<file path="config.mk">
export PLATFORM = sky130hd
export DESIGN_NAME = shift_rotate_inverse
export DESIGN_NICKNAME = d
export VERILOG_FILES = /design/src/rtl/shift_rotate_inverse.sv
export SDC_FILE = /design/constraint.sdc
export NUM_CORES = 1
export LEC_CHECK = 0
export CAP_MARGIN = 15
export CELL_PAD_IN_SITES_DETAIL_PLACEMENT = 0
export CELL_PAD_IN_SITES_GLOBAL_PLACEMENT = 1
export CORE_UTILIZATION = 35
export CTS_CLUSTER_DIAMETER = 200
export DETAILED_ROUTE_END_ITERATION = 10
export DONT_BUFFER_PORTS = 1
export GPL_ROUTABILITY_DRIVEN = 1
export MAX_ROUTING_LAYER = met4
export PLACE_DENSITY = 0.63
export SYNTH_ARGS = -nofsm -noshare
export SYNTH_HDL_FRONTEND = slang
export SYNTH_SLANG_ARGS = --single-unit
</file>
<file path="constraint.sdc">
create_clock -name clk -period 3.2 [get_ports clk]
set_input_delay 0.32 -clock clk [delete_from_list [all_inputs] [get_ports clk]]
set_output_delay 0.32 -clock clk [all_outputs]
set_load 0.1 [all_outputs]
</file>
<file path="src/rtl/shift_rotate_inverse.sv">
// Inverse shift/rotate unit: undoes a forward 8-bit shl/shr/rol/ror by N
// (0..7) one bit per clock, and tracks which result bits can be recovered
// exactly.
// Ports:
//   clk        - clock, all state changes on the rising edge
//   rst        - synchronous active-high reset
//   start      - begin an inverse operation (accepted in IDLE or DONE)
//   data       - value produced by the forward unit
//   shiftCount - forward shift/rotate count N
//   operation  - forward op to undo: 00 shl, 01 shr, 10 rol, 11 ror
//   busy       - high while bit-steps are in progress (RUN)
//   done       - one-cycle completion pulse (DONE)
//   result     - recovered data, unknown bits forced to 0
//   knownMask  - 1 for each result bit that is exactly recovered
module shift_rotate_inverse (
    input  logic       clk,
    input  logic       rst,
    input  logic       start,
    input  logic [7:0] data,
    input  logic [2:0] shiftCount,
    input  logic [1:0] operation,
    output logic       busy,
    output logic       done,
    output logic [7:0] result,
    output logic [7:0] knownMask
);

    localparam int unsigned DW = 8;
    localparam int unsigned CW = 3;
    localparam int unsigned OW = 2;

    localparam logic [OW-1:0] OP_SHL = 2'b00;
    localparam logic [OW-1:0] OP_SHR = 2'b01;
    localparam logic [OW-1:0] OP_ROL = 2'b10;
    localparam logic [OW-1:0] OP_ROR = 2'b11;

    typedef enum logic [1:0] {
        IDLE = 2'b00,
        RUN  = 2'b01,
        DONE = 2'b10
    } state_e;

    state_e        state_q, state_d;
    logic [DW-1:0] data_q, data_d;
    logic [DW-1:0] mask_q, mask_d;
    logic [OW-1:0] op_q, op_d;
    logic [CW-1:0] rem_q, rem_d;
    logic [DW-1:0] result_q, result_d;
    logic [DW-1:0] known_q, known_d;
    logic          busy_q, busy_d;
    logic          done_q, done_d;

    // Next-state, working-register step and output load
    always_comb begin
        state_d  = state_q;
        data_d   = data_q;
        mask_d   = mask_q;
        op_d     = op_q;
        rem_d    = rem_q;
        result_d = result_q;
        known_d  = known_q;

        case (state_q)
            IDLE, DONE: begin
                if (start) begin
                    data_d  = data;
                    mask_d  = '1;
                    op_d    = operation;
                    rem_d   = shiftCount;
                    state_d = (shiftCount != '0) ? RUN : DONE;
                end else begin
                    state_d = IDLE;
                end
            end
            RUN: begin
                // Shifts lose bits (mask follows data); rotates lose nothing
                case (op_q)
                    OP_SHL: begin
                        data_d = {1'b0, data_q[DW-1:1]};
                        mask_d = {1'b0, mask_q[DW-1:1]};
                    end
                    OP_SHR: begin
                        data_d = {data_q[DW-2:0], 1'b0};
                        mask_d = {mask_q[DW-2:0], 1'b0};
                    end
                    OP_ROL:  data_d = {data_q[0], data_q[DW-1:1]};
                    OP_ROR:  data_d = {data_q[DW-2:0], data_q[DW-1]};
                    default: data_d = data_q;
                endcase
                rem_d = CW'(rem_q - CW'(1));
                if (rem_q == CW'(1)) begin
                    state_d = DONE;
                end
            end
            default: state_d = IDLE;
        endcase

        // Every entry to DONE (including DONE->DONE for N=0) publishes a result
        if (state_d == DONE) begin
            result_d = data_d;
            known_d  = mask_d;
        end

        busy_d = (state_d == RUN);
        done_d = (state_d == DONE);
    end

    // State and output registers
    always_ff @(posedge clk) begin
        if (rst) begin
            state_q  <= IDLE;
            data_q   <= '0;
            mask_q   <= '0;
            op_q     <= '0;
            rem_q    <= '0;
            result_q <= '0;
            known_q  <= '0;
            busy_q   <= 1'b0;
            done_q   <= 1'b0;
        end else begin
            state_q  <= state_d;
            data_q   <= data_d;
            mask_q   <= mask_d;
            op_q     <= op_d;
            rem_q    <= rem_d;
            result_q <= result_d;
            known_q  <= known_d;
            busy_q   <= busy_d;
            done_q   <= done_d;
        end
    end

    assign busy      = busy_q;
    assign done      = done_q;
    assign result    = result_q;
    assign knownMask = known_q;

endmodule

</file>
Word level (Yosys, flattened, before mapping)

Index checks and enable logic that the tools add are counted.

Add/subtract/negate cells: 1
Eq/ne operators: 9
Muxes and demuxes: 12
Reductions and logical operators: 7

Operators with widths:

| operator              | number |
|---|---|
| $pmux W8 S2           | 3 |
| $pmux W8 S4           | 1 |
| $mux W8               | 2 |
| $eq A2 B2 Y1 const B  | 4 |
| $eq A2 B1 Y1 const B  | 3 |
| $mux W2               | 3 |
| $pmux W3 S2           | 1 |
| $logic_not A2 Y1      | 2 |
| $pmux W2 S2           | 1 |
| $reduce_and A2 Y1     | 2 |
| $eq A3 B1 Y1 const B  | 1 |
| $mux W3               | 1 |
| $reduce_bool A3 Y1    | 1 |
| $sub A3 B1 Y3 const B | 1 |
| $ne A2 B2 Y1 const B  | 1 |
| $reduce_bool A2 Y1    | 1 |
| $reduce_or A2 Y1      | 1 |

Bits in registers: 41
Input bits: 16
Output and inout bits: 18
Word-level logic and storage cells: 38

Logic depth before layout (Yosys ltp)

Gate-level depths: netlist (run 1).

Depth in word-level cells: 5
Depth in mapped cells: 7
Depth with buffers taken out: 6

Worst setup path after synthesis (run 1)

Ideal clock, no wire load.

Path type: reg2reg
Start: register, netlist name result[5]
End: register result_q[5], in the netlist result[5]
Library setup time: 0.092 ns
Arrival: 1.270 ns
Required time: 3.108 ns
Slack: 1.838 ns
Stages on the path, launching flop included: 3
Buffers on the path: 0
Period minus slack after synthesis: 1.362 ns
Cell sequence: dfxtp_1 -> inv_1 -> o32ai_1

RTL lines:

| element              | RTL line | source |
|---|---|---|
| end signal, assigned | 126      | `result_q <= result_d;` |
| end, declared        | 48       | `logic [DW-1:0] result_q, result_d;` |

Final worst setup path (run 1)

Start: register state_q[0]
End: register known_q[1], in the netlist knownMask[1]

Word-level cells in the longest chain between the ends: 4
Elaborated cells on any way between the ends: 8
Those cells by class: eq/ne (3); mux (3); reduce/logical (2)

RTL lines:

| element                                          | RTL line | source |
|---|---|---|
| start, declared                                  | 43       | `state_e state_q, state_d;` |
| start signal, assigned                           | 121      | `state_q <= state_d;` |
| $eq A2 B2 Y1 or $logic_not A2 Y1 (tied branches) | 63       | `case (state_q)` |
| $reduce_or A2 Y1                                 | 63       |  |
| $pmux W2 S2                                      | 63       |  |
| $eq A2 B2 Y1                                     | 99       | `if (state_d == DONE) begin` |
| end signal, assigned                             | 127      | `known_q <= known_d;` |
| end, declared                                    | 49       | `logic [DW-1:0] known_q, known_d;` |

Several ways; a longest one is shown, not always the timed one.
A chain may end at the register's enable or synchronous reset.

==> run summary, run 1 <==
R2R cell count = 4
DR iter-0 viols = 84
vias post-DR = 1433
YS warnings = 0
Max Slew Vio Count = 0
clk_lat worst skew = 290 ps
largest net degree at the start of global routing = 41
worst r2r src = state_q[0]
Area Growth Syn to Fin = 6.41%
Core Area = 5110 um2
# resized after CTS = 0
Pwr per Cell Area = 631 nW/um2
worst-margin pin slew = 983 ps
Peak Freq = 514 MHz
Die W = 74.8 um
Hold Crit Depth = 1
Initial Utilization = 36.3%
Syn Std Cell Area = 1860 um2
period utilization = 60.7%
commonest non-fill, non-tap cell in the layout = dfxtp_1
most frequent cells in the layout = 41 x dfxtp_1, 36 x nor2_1, 22 x nand2_1
clk root buf = clkbuf_8
TritonCTS buffer count = 5
drt wl/cell = 14.9 um
Post-Route Skew = 8.75 ps
multi-input logic area = 925 um2
Syn Area/Cell = 8.75 um2
hold-critical path endpoint = knownMask[5]
Final TNS setup = 0 ps
relative slew slack = 34.4%
peak supply drop = 0.000277 V
n_diodes = 0
drt pass-1 iters = 4
RSZ-0062 raised after global routing = no
Core Rows = 26
IO Pins = 34
slowest stage cell, crit path = o22ai_4
Die Footprint = 5600 um2
Worst Path Arrival = 2150 ps
status = completed
Synth Instances = 212
post-DP HPWL = 2830 um
CP max FO = 22
LEAKAGE = 0.691 nW
layout cells sized above 1 = 6.34%
syn_nets = 230
Clock transition at path regs = 80 ps
PortBufs = 0
Final ANT Viol Nets = 0
H-tree levels = 2
critical path class = register to register
number of fill cells in the layout = 534
final worst slack = 1260 ps
top cell type's share of synthesized area = 44.2%
min-delay src = rst
Final min period = 1940 ps
Finished Cell Area = 1970 um2
final hold vios = 0
CTS Buffer Depth = 2
CTS tree = done
worst slack, placed = 1290 ps
sequential fraction of the synthesis area = 44.2%
GPL Wtd Cong = 0.818
Setup Fix Bufs, Post-CTS = 0
fin util = 38.7%
first-pass GRT wire length = 6560 um
crit-path cells = nand2b_1, o22ai_4, o311ai_0, a21oi_1
CTS Sinks = 41
Setup crit start kind = register
CP required = 3410 ps
synthesized flop and latch total = 41
Reg2Reg Setup Slack = 1260 ps
Max-cap violations = 0
register area = 821 um2
die height = 74.8 um
fin nets = 223
Setup-failing EPs final = 0
initial antenna violation count = 0
vias in the first global route = 1368
drc violations = 0
Unique masters post-synth = 33
via/cell ratio = 5.21
final WL = 4100 um
crit end category = register
# hold bufs at CTS = 0
placed inst area = 1870 um2
Yosys top cell by area = dfxtp_1
reg2reg end = knownMask[1]
GRT Overall Usage = 16.2%
Hold Crit Class = input pin to register
Worst path max stage delay = 550 ps
residual overflow from global routing = 0
synth top area cells = dfxtp_1 44%, nor2_1 7.3%, mux2i_1 7.0%, a211oi_1 6.1%, nand2_1 4.5%
state kept, by name (all words and copies together), names as in the netlist:
register	flops
op_q	2
knownMask	8
mask_q	8
result	8
data_q	8
rem_q	3
state_q	2
busy	1
done	1
critical path, delay by kind of cell, from the launching register on:
family	cells	cell delay, ps
AOI/OAI and AO/OA	3	1060
and+or+nand+nor	1	320
DFF	1	490
power by group:
| group | switching (mW) | leakage [nW] | internal [mW] |
|---|---|---|---|
| clock | 0.173 | 0.0540 | 0.227 |
| sequential | 0.141 | 0.337 | 0.553 |
| combinational | 0.0865 | 0.300 | 0.0663 |
cells in the mapped netlist, drive strengths merged:
cell type  count
dfxtp         41
nor2          36
nand2         22
a211oi        15
mux2i         13
a21oi         12
buf           11
o21a           7
o31ai          7
inv            6
nand2b         6
clkbuf         5
o311ai         5
a22oi          4
a211o          2
a221oi         2
ha             2
nand3          2
nor2b          2
nor3           2
o21ai          2
a2bb2oi        1
and2           1
and2b          1
nand3b         1
nor3b          1
o22ai          1
o32ai          1
or3            1
metrics by stage:
stage | total power [mW] | hold WS (ps) | std cells
6_report | 1.25 | 99.5 | 275
5_1_grt | 1.31 | 76.2 | 275
3_5_place_dp | 0.858 | 394 | 268
3_3_place_gp | 0.855 | 393 | 268
2_1_floorplan | 0.834 | 456 | 212
4_1_cts | 1.26 | 82.7 | 275
how the worst max path moves through the flow:
stage	start	to	slack [ps]	cells after the start
6_report	state_q[0]	knownMask[1]	1260	4
5_1_grt	state_q[0]	knownMask[1]	1090	4
4_1_cts	state_q[0]	knownMask[1]	1260	4
3_5_place_dp	state_q[0]	knownMask[1]	1290	4
3_3_place_gp	state_q[0]	knownMask[2]	1460	4
2_1_floorplan	result[5]	result[5]	1840	2
layout make-up:
type                            count  area share [%]
Multi-Input combinational cell    149            46.8
Sequential cell                    41            41.6
Clock inverter                      2            1.77
Clock buffer                        5            3.49
Inverter                            6            1.14
Tap cell                           70            4.44
Timing Repair Buffer                2           0.760
cell families after synthesis:
| group | Yosys count | synth area share (%) |
|---|---|---|
| multiplexers | 13 | 7.01 |
| flip-flops | 41 | 44.2 |
| AND/OR/NAND/NOR | 75 | 18.1 |
| AO/OA/AOI/OAI | 59 | 23.4 |
| adder cells (fa/ha/maj) | 2 | 1.35 |
| buffers and inverters | 22 | 5.93 |
per-layer routing:
metal  vias up  share of wire (%)  track usage, %
met4         0                1.3            5.66
met3         6                4.0            4.15
li1        733                  -               -
met1       670                 46            20.0
met5         -                  0               -
met2        24                 48            25.7
Note: power is estimated with default switching activity, not from simulation.
==> run 2, diff against run 1 <==
Clock period 3.2 ns to 1.8 ns, I/O delays scaled along.
==> run summary, run 2 (same netlist as run 1, synthesis figures left out) <==
status = completed
drt wl/cell = 13.9 um (-6.4%)
H-tree levels = 2 (unchanged)
WP buf/inv = 1 (+1)
Initial Utilization = 36.3% (unchanged)
final hold slack = 30.8 ps (-68.7 ps)
GRT Overall Usage = 17.2% (+0.99 points)
die height = 74.8 um (unchanged)
Setup crit start kind = register
fin cells = 301 (+9.5%)
Max-cap violations = 0 (unchanged)
CTS tree = done
Clock transition at path regs = 80 ps (about the same)
Crit path depth = 5 (+1)
Worst path max stage delay = 390 ps (-160 ps)
Setup-failing EPs final = 0 (unchanged)
Area Growth Syn to Fin = 17.9%
Hold Crit Depth = 2 (+1)
Critical Path Start = state_q[0]
IO Pins = 34 (unchanged)
Reg2Reg Setup Slack = 190 ps (-1070 ps)
CTS Buffer Depth = 2 (unchanged)
peak supply drop = 0.000503 V (+81%)
first-pass GRT wire length = 6890 um (+5.1%)
vias post-DR = 1547 (+8.0%)
final WL = 4200 um (+2.5%)
residual overflow from global routing = 0 (unchanged)
post-DP HPWL = 2970 um (+5.1%)
CP max FO = 13 (-41%)
largest net degree at the start of global routing = 38 (-7.3%)
vias in the first global route = 1489 (+8.8%)
GPL Wtd Cong = 0.818 (about the same)
slowest stage cell, crit path = dfxtp_1
Pwr per Cell Area = 1070 nW/um2 (+69%)
Final TNS setup = 0 ps (unchanged)
drc violations = 0 (unchanged)
Die Footprint = 5600 um2 (unchanged)
Critical Path End = result[3]
initial antenna violation count = 0 (unchanged)
LEAKAGE = 0.831 nW (+20%)
number of fill cells in the layout = 526 (-1.5%)
layout cells sized above 1 = 16.5% (+10 points)
Core Rows = 26 (unchanged)
DR iter-0 viols = 97 (+15%)
critical path class = register to register
via/cell ratio = 5.14 (-1.4%)
PortBufs = 0 (unchanged)
worst r2r src = state_q[0]
Final ANT Viol Nets = 0 (unchanged)
crit end category = register
R2R cell count = 5 (+1)
worst-margin pin slew = 489 ps (-493 ps)
clk_lat worst skew = 290 ps (about the same)
Max Slew Vio Count = 0 (unchanged)
CP delay by family, top = compound AO/OA/AOI/OAI gates
Hold Crit Class = input pin to register
Setup Fix Bufs, Post-CTS = 0 (unchanged)
final hold vios = 0 (unchanged)
Die W = 74.8 um (unchanged)
period utilization = 89.4% (+29 points)
commonest non-fill, non-tap cell in the layout = dfxtp_1
clk root buf = clkbuf_8
TritonCTS buffer count = 5 (unchanged)
drt pass-1 iters = 4 (unchanged)
CP required = 2010 ps (-1400 ps)
Final min period = 1610 ps (-335 ps)
reg2reg end = result[3]
RSZ-0062 raised after global routing = no
Core Area = 5110 um2 (unchanged)
Peak Freq = 621 MHz (+21%)
n_diodes = 0 (unchanged)
Worst Path Arrival = 1820 ps (-330 ps)
dpl cells = 292 (+9.0%)
relative slew slack = 67.3% (+33 points)
fin nets = 248 (+11%)
CTS Sinks = 41 (unchanged)
most frequent cells in the layout = 41 x dfxtp_1, 36 x nor2_1, 26 x buf_4
Post-Route Skew = 9.74 ps (+0.986 ps)
crit-path cells = nand2b_1, o22ai_4, buf_4, nor2_1, a211oi_1
-- run 2: changes by cell type in the layout (fill, tap and decap cells not counted), sizes merged --
cell    before  now
buf          2   27
clkbuf       5    7
clkinv       1    0
-- run 2: power breakdown --
part / switching [mW] / internal, mW / leakage (nW)
Clock: 0.308 / 0.452 / 0.0585
Sequential: 0.0615 / 0.983 / 0.337
Combinational: 0.364 / 0.163 / 0.436
Total: 0.733 / 1.60 / 0.831
-- run 2: per-layer routing --
metal / GRT usage (%) / part of all wire, %
met2: 27.9 / 48
met4: 9.43 / 2.2
met3: 4.15 / 3.9
met1: 19.5 / 46
met5: - / 0
-- run 2: area by class of cell --
class	count	area (um2)	area share, %
Timing Repair Buffer	27	215	9.84
Sequential cell	41	821	37.5
Inverter	6	22.5	1.03
Clock inverter	1	30.0	1.37
Clock buffer	7	86.3	3.95
Multi-Input combinational cell	149	925	42.3
Tap cell	70	87.6	4.00
-- run 2: worst min path at each step --
stage                 startpoint  endpoint  slack, ps
floorplan           operation[0]   op_q[0]        320
global placement             rst   op_q[0]        260
detailed placement           rst   op_q[1]        260
CTS                 operation[0]   op_q[0]         20
global route        operation[0]   op_q[0]         10
finish              operation[0]   op_q[0]         30
-- run 2: stage by stage --
stage	instance area, um2	power, mW	setup WS [ps]	util, %
finish	2190	2.33	191	42.8
CTS	2190	2.36	161	42.8
global route	2190	2.46	36.5	42.8
detailed placement	2050	1.57	179	40.2
global placement	2050	1.57	249	40.2
floorplan	1860	1.48	438	-
-- run 2: what timing repair did --
item | in CTS | in global routing
hold buffers | 1 | 0
gates resized for setup | 0 | 0
hold endpoints to repair | 37 | 0
